[src/rtl/alu_pkg.sv]
// Shared definitions for the ALU and its multi-cycle mul/div sequencer.
//   - ALU_control encodings {A_invert, B_invert, operation[1:0]}
//   - operation select for the sequencer (MULU / DIVU)
//   - sequencer FSM state encoding
package alu_pkg;

  localparam int ALU_W = 32;

  // ALU_control values. B_invert doubles as the carry-in, so SUB = ~B + 1.
  localparam logic [3:0] ALU_CTL_AND = 4'b0000;
  localparam logic [3:0] ALU_CTL_OR  = 4'b0001;
  localparam logic [3:0] ALU_CTL_ADD = 4'b0010;
  localparam logic [3:0] ALU_CTL_SUB = 4'b0110;
  localparam logic [3:0] ALU_CTL_SLT = 4'b0111;

  localparam logic OP_MULU = 1'b0;
  localparam logic OP_DIVU = 1'b1;

  typedef logic [1:0] state_t;

  localparam state_t ST_IDLE = 2'd0;
  localparam state_t ST_RUN  = 2'd1;
  localparam state_t ST_DONE = 2'd2;

endpackage

[src/rtl/alu_muldiv_step.sv]
// One iteration of shift-add multiply / restoring divide, given the ALU's
// answer for this cycle.
// Ports:
//   op          0 = MULU, 1 = DIVU
//   p_hi, p_lo  current partial product / {partial remainder, dividend-quotient}
//   alu_result  ALU result for the operands the top drives this cycle
//   alu_cout    ALU carry out of the MSB
//   div_s       shifted partial remainder fed to ALU src1 during DIVU
//   p_hi_next   next P_hi
//   p_lo_next   next P_lo
module alu_muldiv_step
  import alu_pkg::*;
#(
  parameter int W = 32
) (
  input  logic         op,
  input  logic [W-1:0] p_hi,
  input  logic [W-1:0] p_lo,
  input  logic [W-1:0] alu_result,
  input  logic         alu_cout,
  output logic [W-1:0] div_s,
  output logic [W-1:0] p_hi_next,
  output logic [W-1:0] p_lo_next
);

  logic div_ok;

  // The remainder shifted left by one; its true width is W+1 bits, with
  // p_hi[W-1] being the bit that falls off the top.
  assign div_s = {p_hi[W-2:0], p_lo[W-1]};

  // The subtraction fits if the dropped top bit is set (the W+1-bit value
  // is certainly >= divisor) or the W-bit subtract produced no borrow.
  assign div_ok = p_hi[W-1] | alu_cout;

  always_comb begin
    p_hi_next = p_hi;
    p_lo_next = p_lo;
    if (op == OP_DIVU) begin
      if (div_ok) begin
        p_hi_next = alu_result;
        p_lo_next = {p_lo[W-2:0], 1'b1};
      end else begin
        p_hi_next = div_s;
        p_lo_next = {p_lo[W-2:0], 1'b0};
      end
    end else begin
      // {cout, sum, P_lo} >> 1: the carry becomes the new top bit and the
      // sum's LSB slides into P_lo as the multiplier bit is consumed.
      p_hi_next = {alu_cout, alu_result[W-1:1]};
      p_lo_next = {alu_result[0], p_lo[W-1:1]};
    end
  end

endmodule

[src/rtl/alu_muldiv_seq.sv]
// Multi-cycle sequencer running unsigned MULU (shift-add) and DIVU
// (restoring) on the shared ripple ALU, one ALU step per cycle.
// Fixed latency: start accepted at cycle 0 -> done pulse at cycle W+1.
// Ports:
//   clk, rst             clock (rising edge), synchronous active-high reset
//   start, op            request (accepted only in IDLE), 0=MULU / 1=DIVU
//   src_a, src_b         multiplicand/dividend, multiplier/divisor
//   busy                 high in RUN and DONE
//   done                 one-cycle pulse, hi/lo valid
//   hi, lo               MULU: product high/low; DIVU: remainder/quotient
//   alu_src1, alu_src2   ALU operands (combinational from state/regs)
//   alu_ctrl             ALU_control
//   alu_result, alu_cout ALU answer for the current operands
module alu_muldiv_seq
  import alu_pkg::*;
#(
  parameter int         W       = 32,
  parameter logic [3:0] CTL_ADD = ALU_CTL_ADD,
  parameter logic [3:0] CTL_SUB = ALU_CTL_SUB
) (
  input  logic         clk,
  input  logic         rst,
  input  logic         start,
  input  logic         op,
  input  logic [W-1:0] src_a,
  input  logic [W-1:0] src_b,
  output logic         busy,
  output logic         done,
  output logic [W-1:0] hi,
  output logic [W-1:0] lo,
  output logic [W-1:0] alu_src1,
  output logic [W-1:0] alu_src2,
  output logic [3:0]   alu_ctrl,
  input  logic [W-1:0] alu_result,
  input  logic         alu_cout
);

  localparam int CW = (W > 1) ? $clog2(W) : 1;
  localparam logic [CW-1:0] CNT_LAST = CW'(W - 1);

  state_t        state_reg;
  logic [CW-1:0] cnt_reg;
  logic          op_reg;
  logic [W-1:0]  opnd_reg;   // multiplicand (MULU) or divisor (DIVU)
  logic [W-1:0]  p_hi_reg;
  logic [W-1:0]  p_lo_reg;
  logic          busy_reg;
  logic          done_reg;
  logic [W-1:0]  hi_reg;
  logic [W-1:0]  lo_reg;

  logic [W-1:0]  div_s;
  logic [W-1:0]  p_hi_next;
  logic [W-1:0]  p_lo_next;

  alu_muldiv_step #(
    .W (W)
  ) u_step (
    .op         (op_reg),
    .p_hi       (p_hi_reg),
    .p_lo       (p_lo_reg),
    .alu_result (alu_result),
    .alu_cout   (alu_cout),
    .div_s      (div_s),
    .p_hi_next  (p_hi_next),
    .p_lo_next  (p_lo_next)
  );

  // ALU drive depends only on registered state, never on start, so the
  // core's ALU mux sees no combinational path from its own request.
  always_comb begin
    alu_src1 = '0;
    alu_src2 = '0;
    alu_ctrl = 4'b0000;
    if (state_reg == ST_RUN) begin
      if (op_reg == OP_DIVU) begin
        alu_ctrl = CTL_SUB;
        alu_src1 = div_s;
        alu_src2 = opnd_reg;
      end else begin
        alu_ctrl = CTL_ADD;
        alu_src1 = p_hi_reg;
        alu_src2 = p_lo_reg[0] ? opnd_reg : '0;
      end
    end
  end

  always_ff @(posedge clk) begin
    if (rst) begin
      state_reg <= ST_IDLE;
      cnt_reg   <= '0;
      op_reg    <= OP_MULU;
      opnd_reg  <= '0;
      p_hi_reg  <= '0;
      p_lo_reg  <= '0;
      busy_reg  <= 1'b0;
      done_reg  <= 1'b0;
      hi_reg    <= '0;
      lo_reg    <= '0;
    end else begin
      case (state_reg)
        ST_IDLE: begin
          done_reg <= 1'b0;
          if (start) begin
            state_reg <= ST_RUN;
            busy_reg  <= 1'b1;
            cnt_reg   <= '0;
            op_reg    <= op;
            p_hi_reg  <= '0;
            // MULU walks the multiplier through P_lo; DIVU shifts the
            // dividend out of P_lo while the quotient shifts in behind it.
            if (op == OP_DIVU) begin
              opnd_reg <= src_b;
              p_lo_reg <= src_a;
            end else begin
              opnd_reg <= src_a;
              p_lo_reg <= src_b;
            end
          end
        end

        ST_RUN: begin
          p_hi_reg <= p_hi_next;
          p_lo_reg <= p_lo_next;
          cnt_reg  <= cnt_reg + 1'b1;
          if (cnt_reg == CNT_LAST) begin
            // Capture the result of the final step directly so hi/lo are
            // valid in the same cycle done goes high.
            state_reg <= ST_DONE;
            done_reg  <= 1'b1;
            hi_reg    <= p_hi_next;
            lo_reg    <= p_lo_next;
          end
        end

        ST_DONE: begin
          state_reg <= ST_IDLE;
          done_reg  <= 1'b0;
          busy_reg  <= 1'b0;
        end

        default: begin
          state_reg <= ST_IDLE;
          done_reg  <= 1'b0;
          busy_reg  <= 1'b0;
        end
      endcase
    end
  end

  assign busy = busy_reg;
  assign done = done_reg;
  assign hi   = hi_reg;
  assign lo   = lo_reg;

endmodule

[config.mk]
export PLATFORM = sky130hd
export DESIGN_NAME = alu_muldiv_seq
export DESIGN_NICKNAME = d
export VERILOG_FILES = /design/src/rtl/alu_pkg.sv /design/src/rtl/alu_muldiv_step.sv /design/src/rtl/alu_muldiv_seq.sv
export SDC_FILE = /design/constraint.sdc
export NUM_CORES = 1
export LEC_CHECK = 0
export ABC_AREA = 1
export BUFFER_PORTS_ARGS = -buffer_cell sky130_fd_sc_hd__buf_2
export CAP_MARGIN = 20
export CORE_MARGIN = 2
export CORE_UTILIZATION = 54
export DETAILED_ROUTE_END_ITERATION = 6
export HOLD_SLACK_MARGIN = 0.08
export PLACE_DENSITY = 0.81
export SLEW_MARGIN = 20
export SYNTH_ARGS = -nofsm -noshare
export SYNTH_HDL_FRONTEND = slang
export SYNTH_SLANG_ARGS = --single-unit
[constraint.sdc]
create_clock -name clk -period 1.9 [get_ports clk]
set_input_delay 0.38 -clock clk [delete_from_list [all_inputs] [get_ports clk]]
set_output_delay 0.38 -clock clk [all_outputs]
set_load 0.01 [all_outputs]
* Yosys cells after proc, flatten, opt, wreduce, memory -nomap -nowiden *
Index checks and enable logic that the tools add are counted.

word-level totals
  bits in registers = 170
  latch bits = 0
  bits in writable memories = 0
  memory bits (read-only) = 0
  bits of input ports = 101
  logic and storage cells = 49
  memories = 0

cells by class
  add/sub/neg operators = 1
  $mul = 0
  div/mod/pow operators = 0
  order comparisons = 0
  equal/unequal tests = 4
  shifts and indexed selects = 0
  mux-type cells = 24
  bitwise logic cells = 2
  reductions and logical operators = 8

operators with widths
  operator                                              count
  two-way mux 32 bit                                    12
  one-hot mux 32 bit (2 select lines)                   2
  one-hot mux 5 bit (2 select lines)                    1
  AND reduction 2 bit                                   5
  two-way mux 3 bit                                     2
  adder 5 x 1 -> 5 bit (second input constant)          1
  equality test 5 bit (second input constant)           1
  two-way mux 5 bit                                     1
  two-way mux 2 bit                                     2
  one-hot mux 2 bit (2 select lines)                    1
  equality test 2 x 1 -> 1 bit (second input constant)  1
  zero test 2 bit                                       1
  two-way mux 1 bit                                     2
  != test 2 x 1 -> 1 bit (second input constant)        1
  != test 2 bit (second input constant)                 1
  one-hot mux 1 bit (2 select lines)                    1
  nonzero test 2 bit                                    1
  OR reduction 2 bit                                    1
  inverter 1 bit                                        1
  bitwise OR 1 bit                                      1

* Logic depth before layout (Yosys ltp) *
  word-level depth = 4
  gate-level depth with buffers = 11
  gate-level depth less buffers = 10

* By module *
Synthesis repeated with hierarchy kept, for this count alone.

second synthesis, totals
  cells, all modules = 1564
  area, all modules = 9666.8 sq um

by module, submodules not included
  module           times used  cells an instance  area an instance (sq um)  sequential area each (sq um)
  alu_muldiv_seq   1           1205               7772.5                    3403.3
  alu_muldiv_step  1           359                1894.3                    0.0

* Worst setup path after synthesis *
No wires, ideal clock.

  kind = reg2reg
  from = register cnt_reg[0]
  to = register lo_reg[5], in the netlist lo[5]
  arrival time = 1528 ps
  data required time = 1777 ps
  setup slack = 249 ps
  cell stages (with the launch flop) = 12
  path buffers = 2
  cell sequence = dfxtp_1 -> ha_1 -> inv_1 -> nor3_1 -> ha_1 -> inv_1 -> nor2_2 -> buf_4 -> inv_2 -> buf_2 -> nand3_1 -> o21ai_1

between the ends
  word-level cells in the longest chain between the ends = 2

RTL lines
  what                                  line                   RTL
  start: declaration                    alu_muldiv_seq.sv:42   logic [CW-1:0] cnt_reg;
  start signal: assignment              alu_muldiv_seq.sv:125  cnt_reg <= cnt_reg + 1'b1;
  equality test 5 bit                   alu_muldiv_seq.sv:126  if (cnt_reg == CNT_LAST) begin
  AND reduction 2 bit (no source line)  --
  end signal: assignment                alu_muldiv_seq.sv:132  lo_reg <= p_lo_next;
  end: declaration                      alu_muldiv_seq.sv:50   logic [W-1:0] lo_reg;

Every way passes these cells.
A chain may end at the register's enable or synchronous reset.

* Final worst setup path *
  from = register state_reg[1]
  to = output port alu_src1[25]

between the ends
  word-level cells in the longest chain between the ends = 2

RTL lines
  what                          line                   RTL
  start: declaration            alu_muldiv_seq.sv:41   state_t state_reg;
  start signal: assignment      alu_muldiv_seq.sv:90   state_reg <= ST_IDLE;
  start signal: assignment      alu_muldiv_seq.sv:105  state_reg <= ST_RUN;
  start signal: assignment      alu_muldiv_seq.sv:129  state_reg <= ST_DONE;
  equality test 2 x 1 -> 1 bit  alu_muldiv_seq.sv:75   if (state_reg == ST_RUN) begin
  two-way mux 32 bit            alu_muldiv_seq.sv:75
  end: declaration              alu_muldiv_seq.sv:31   output logic [W-1:0] alu_src1,

Every way passes these cells.

==> insert_results.sql <==
INSERT INTO impl_metrics (metric_group, metric, value, unit) VALUES
('power_and_ir_drop', 'seqPwrFrac', '42.6', '%'),
('sta', 'slew_viol_final', '0', ''),
('synthesis', 'dominantRegCellSynth', 'sky130_fd_sc_hd__dfxtp_1', ''),
('global_routing', 'grt_overflow_total', '0', ''),
('setup_path', 'path_max_fanout', '7', ''),
('global_routing', 'grt.met3_usage', '5.18', '%'),
('global_routing', 'grt_start_max_net_pins', '88', ''),
('sta', 'max_freq', '500', 'MHz'),
('clock_tree', 'clk_path_buf_depth', '2', ''),
('synthesis', 'synthDominantAreaCellType', 'sky130_fd_sc_hd__dfxtp_1', ''),
('place', 'post-dp-hpwl', '19.1', 'mm'),
('clock_tree', 'clk_pin_slew', '60', 'ps'),
('sta', 'hold_viol_final', '0', ''),
('min_path', 'hold_path_class', 'input pin to flop', ''),
('synthesis', 'synth_cell_types', '26', ''),
('synthesis', 'async_reset_ff_share', '0', '%'),
('routing', 'detail-route-antenna-nets', '0', ''),
('sta', 'worst_slew_pin_slew', '628', 'ps'),
('synthesis', 'most_common_cell_in_the_netlist', 'sky130_fd_sc_hd__nand2_1', ''),
('sta', 'setup_repair_after_global_routing_missed_its_margin', 'yes', ''),
('place', 'gp_routability_congestion', '0.886', ''),
('outcome', 'failed_checks', 'setup timing', ''),
('global_routing', 'top_usage_layer', 'met2', ''),
('power_and_ir_drop', 'power-per-cell-area', '768', 'nW/um2'),
('power_and_ir_drop', 'power_report.internal_total', '6.45', 'mW'),
('synthesis', 'yosys_warnings', '0', ''),
('global_routing', 'grt_use_met1', '38.4', '%'),
('power_and_ir_drop', 'p_switching', '2.57', 'mW'),
('setup_path', 'worst-endpoint-required', '1520', 'ps'),
('clock_tree', 'total_cts_buffers', '17', ''),
('setup_path', 'critPathCaptureType', 'output port', ''),
('power_and_ir_drop', 'p_leak', '6.25', 'nW'),
('floorplanning', 'placeable_core_region', '16600', 'um2'),
('routing', 'routed_via_density', '5.27', ''),
('finish', 'post-route-util', '70.8', '%'),
('floorplanning', 'pin_count', '235', ''),
('sta', 'finalWorstPathRequiredPeriod', '2000', 'ps'),
('clock_tree', 'tritoncts', 'done', ''),
('routing', 'drt_first_iter_violations', '875', ''),
('routing', 'via_count', '10290', ''),
('power_and_ir_drop', 'power.share.clock', '39.2', '%'),
('synthesis', 'avgSynthCellArea', '6.09', 'um2'),
('place', 'numPortBuffers', '232', ''),
('setup_path', 'critPathKind', 'flop to output port', ''),
('routing', 'final_routed_wirelength_across_all_metal_layers', '29.0', 'mm'),
('routing', 'detail_route.wl_per_cell', '14.8', 'um'),
('global_routing', 'met2_usage', '50.7', '%'),
('synthesis', 'synth-seq-cells', '170', ''),
('clock_tree', 'clock-sinks', '170', ''),
('floorplanning', 'die_w', '134', 'um'),
('routing', 'dr.pass1.iters', '7', ''),
('synthesis', 'synthTopCellsByArea', 'sky130_fd_sc_hd__dfxtp_1 (37%), sky130_fd_sc_hd__nand2_1 (24%), sky130_fd_sc_hd__inv_1 (7.1%)', ''),
('sta', 'max_slew_margin', '58.1', '%'),
('clock_tree', 'post_cts_hold_buffer_count', '0', ''),
('global_routing', 'gr-usage-all-layers', '30.3', '%'),
('sta', 'final.setup.worst_slack', '-99.6', 'ps'),
('sta', 'setup_violations', '44', ''),
('synthesis', 'synth.top_cells.by_count', 'sky130_fd_sc_hd__nand2_1 (587), sky130_fd_sc_hd__inv_1 (173), sky130_fd_sc_hd__dfxtp_1 (170)', ''),
('run', 'timing.max_cap.violations', '0', ''),
('setup_path', 'critical_path_arrival', '1620', 'ps'),
('power_and_ir_drop', 'vdd_ir_drop_max', '734', 'uV'),
('finish', 'syn_to_final_growth', '28.1', '%'),
('routing', 'drc', '0', ''),
('floorplanning', 'num_rows', '47', ''),
('sta', 'finalClockSkew', '10.9', 'ps'),
('setup_path', 'setup.worst_path.start_class', 'flop', ''),
('power_and_ir_drop', 'switching_share', '28.5', '%'),
('setup_path', 'critical_path_cell_by_cell', 'inv_2 > nand2_4 > inv_6 > buf_12 > buf_16 > o21ai_2 > a21oi_1 > buf_2', ''),
('outcome', 'status', 'finished with violations', ''),
('global_routing', 'grt_first_pass_wirelength', '43.8', 'mm'),
('clock_tree', 'cts-htree-levels', '4', '');
==> cells in the final DEF (no fill, tap or decap), types with 3 or more instances in the layout <==
| cell type | count |
|---|---|
| sky130_fd_sc_hd__a21oi_2 | 10 |
| sky130_fd_sc_hd__nor2_1 | 67 |
| sky130_fd_sc_hd__clkbuf_16 | 22 |
| sky130_fd_sc_hd__clkbuf_1 | 3 |
| sky130_fd_sc_hd__dfxtp_2 | 3 |
| sky130_fd_sc_hd__buf_16 | 5 |
| sky130_fd_sc_hd__nand3_1 | 123 |
| sky130_fd_sc_hd__nand2_2 | 3 |
| sky130_fd_sc_hd__dfxtp_1 | 165 |
| sky130_fd_sc_hd__nand2_1 | 578 |
| sky130_fd_sc_hd__clkbuf_8 | 7 |
| sky130_fd_sc_hd__a21oi_1 | 56 |
| sky130_fd_sc_hd__buf_6 | 7 |
| sky130_fd_sc_hd__o21a_1 | 31 |
| sky130_fd_sc_hd__o21ai_1 | 65 |
| sky130_fd_sc_hd__o211ai_1 | 4 |
| sky130_fd_sc_hd__buf_4 | 34 |
| sky130_fd_sc_hd__buf_2 | 231 |
| sky130_fd_sc_hd__o21ai_0 | 69 |
| sky130_fd_sc_hd__inv_2 | 8 |
| sky130_fd_sc_hd__nor2_2 | 7 |
| sky130_fd_sc_hd__inv_1 | 172 |
| sky130_fd_sc_hd__buf_12 | 12 |
| sky130_fd_sc_hd__o21ai_2 | 16 |
| sky130_fd_sc_hd__nand2_4 | 8 |
==> worst max-delay path: cells and delay by family (launching register included) <==
| family | cells | cell delay [ps] |
|---|---|---|
| buf+inv | 5 | 580 |
| flops | 1 | 330 |
| compound gates | 2 | 220 |
| simple gates | 1 | 60 |
==> power by group through the flow <==
stage	Combinational [mW]	Sequential (mW)	Clock [mW]
floorplan	0.984	3.87	0
global placement	1.43	3.90	0
detailed placement	1.45	3.90	0
CTS	1.57	3.83	3.56
global route	1.82	3.85	3.70
finish	1.65	3.84	3.53
==> layer usage <==
| metal | up-vias | share of wire [%] |
|---|---|---|
| met4 | 0 | 3.8 |
| li1 | 5099 | - |
| met3 | 80 | 7.7 |
| met2 | 463 | 48 |
| met5 | - | 0 |
| met1 | 4648 | 41 |
==> timing repair <==
action | 4_1_cts | 5_1_grt
endpoints found under the hold margin | 0 | 0
setup buffers | 6 | 10
gates cloned | 4 | 7
pin swaps | 2 | 10
resized for setup | 45 | 53
endpoints found under the setup margin | 64 | 128
==> metrics by stage <==
step	instance area [um2]	setup slack [ps]	power, mW	std cells	hold slack, ps
floorplan	9170	249	4.85	1507	422
global placement	10500	140	5.33	1893	438
detailed placement	10500	18.8	5.35	1893	445
CTS	11400	-79.2	8.95	1935	231
global route	11700	-135	9.38	1951	298
finish	11700	-99.6	9.02	1951	269
==> cell families (layout without fill, tap and decap cells) <==
kind of cell             after synthesis  count (layout)  synth area share, %
AO/OA/AOI/OAI                        252             252                 14.8
adder cells (fa/ha/maj)                2               2                0.273
buffers and inverters                284             508                 13.1
flip-flops                           170             170                 37.1
other                                  1               2               0.0409
AND/OR/NAND/NOR                      797             797                 34.7
==> final cells by class <==
type	instances	area, um2
clock buffer	28	558
clock inverter	4	50.0
fill	1421	4840
inverter	183	696
multi-input combinational	1053	4780
sequential	170	3410
tap	220	275
timing repair buffer	293	1970
==> path summary, 6_finish.rpt <==
check | slack, ps | startpoint | endpoint | depth (start not counted)
worst max register to register | 80 | cnt_reg[2] | hi[1] | 10
worst max-delay path | -100 | state_reg[1] | alu_src1[25] | 8
worst min register to register | 450 | state_reg[1] | busy | 1
worst min-delay path | 270 | src_a[7] | p_lo_reg[7] | 3
Power figures use the tool's default switching activity.
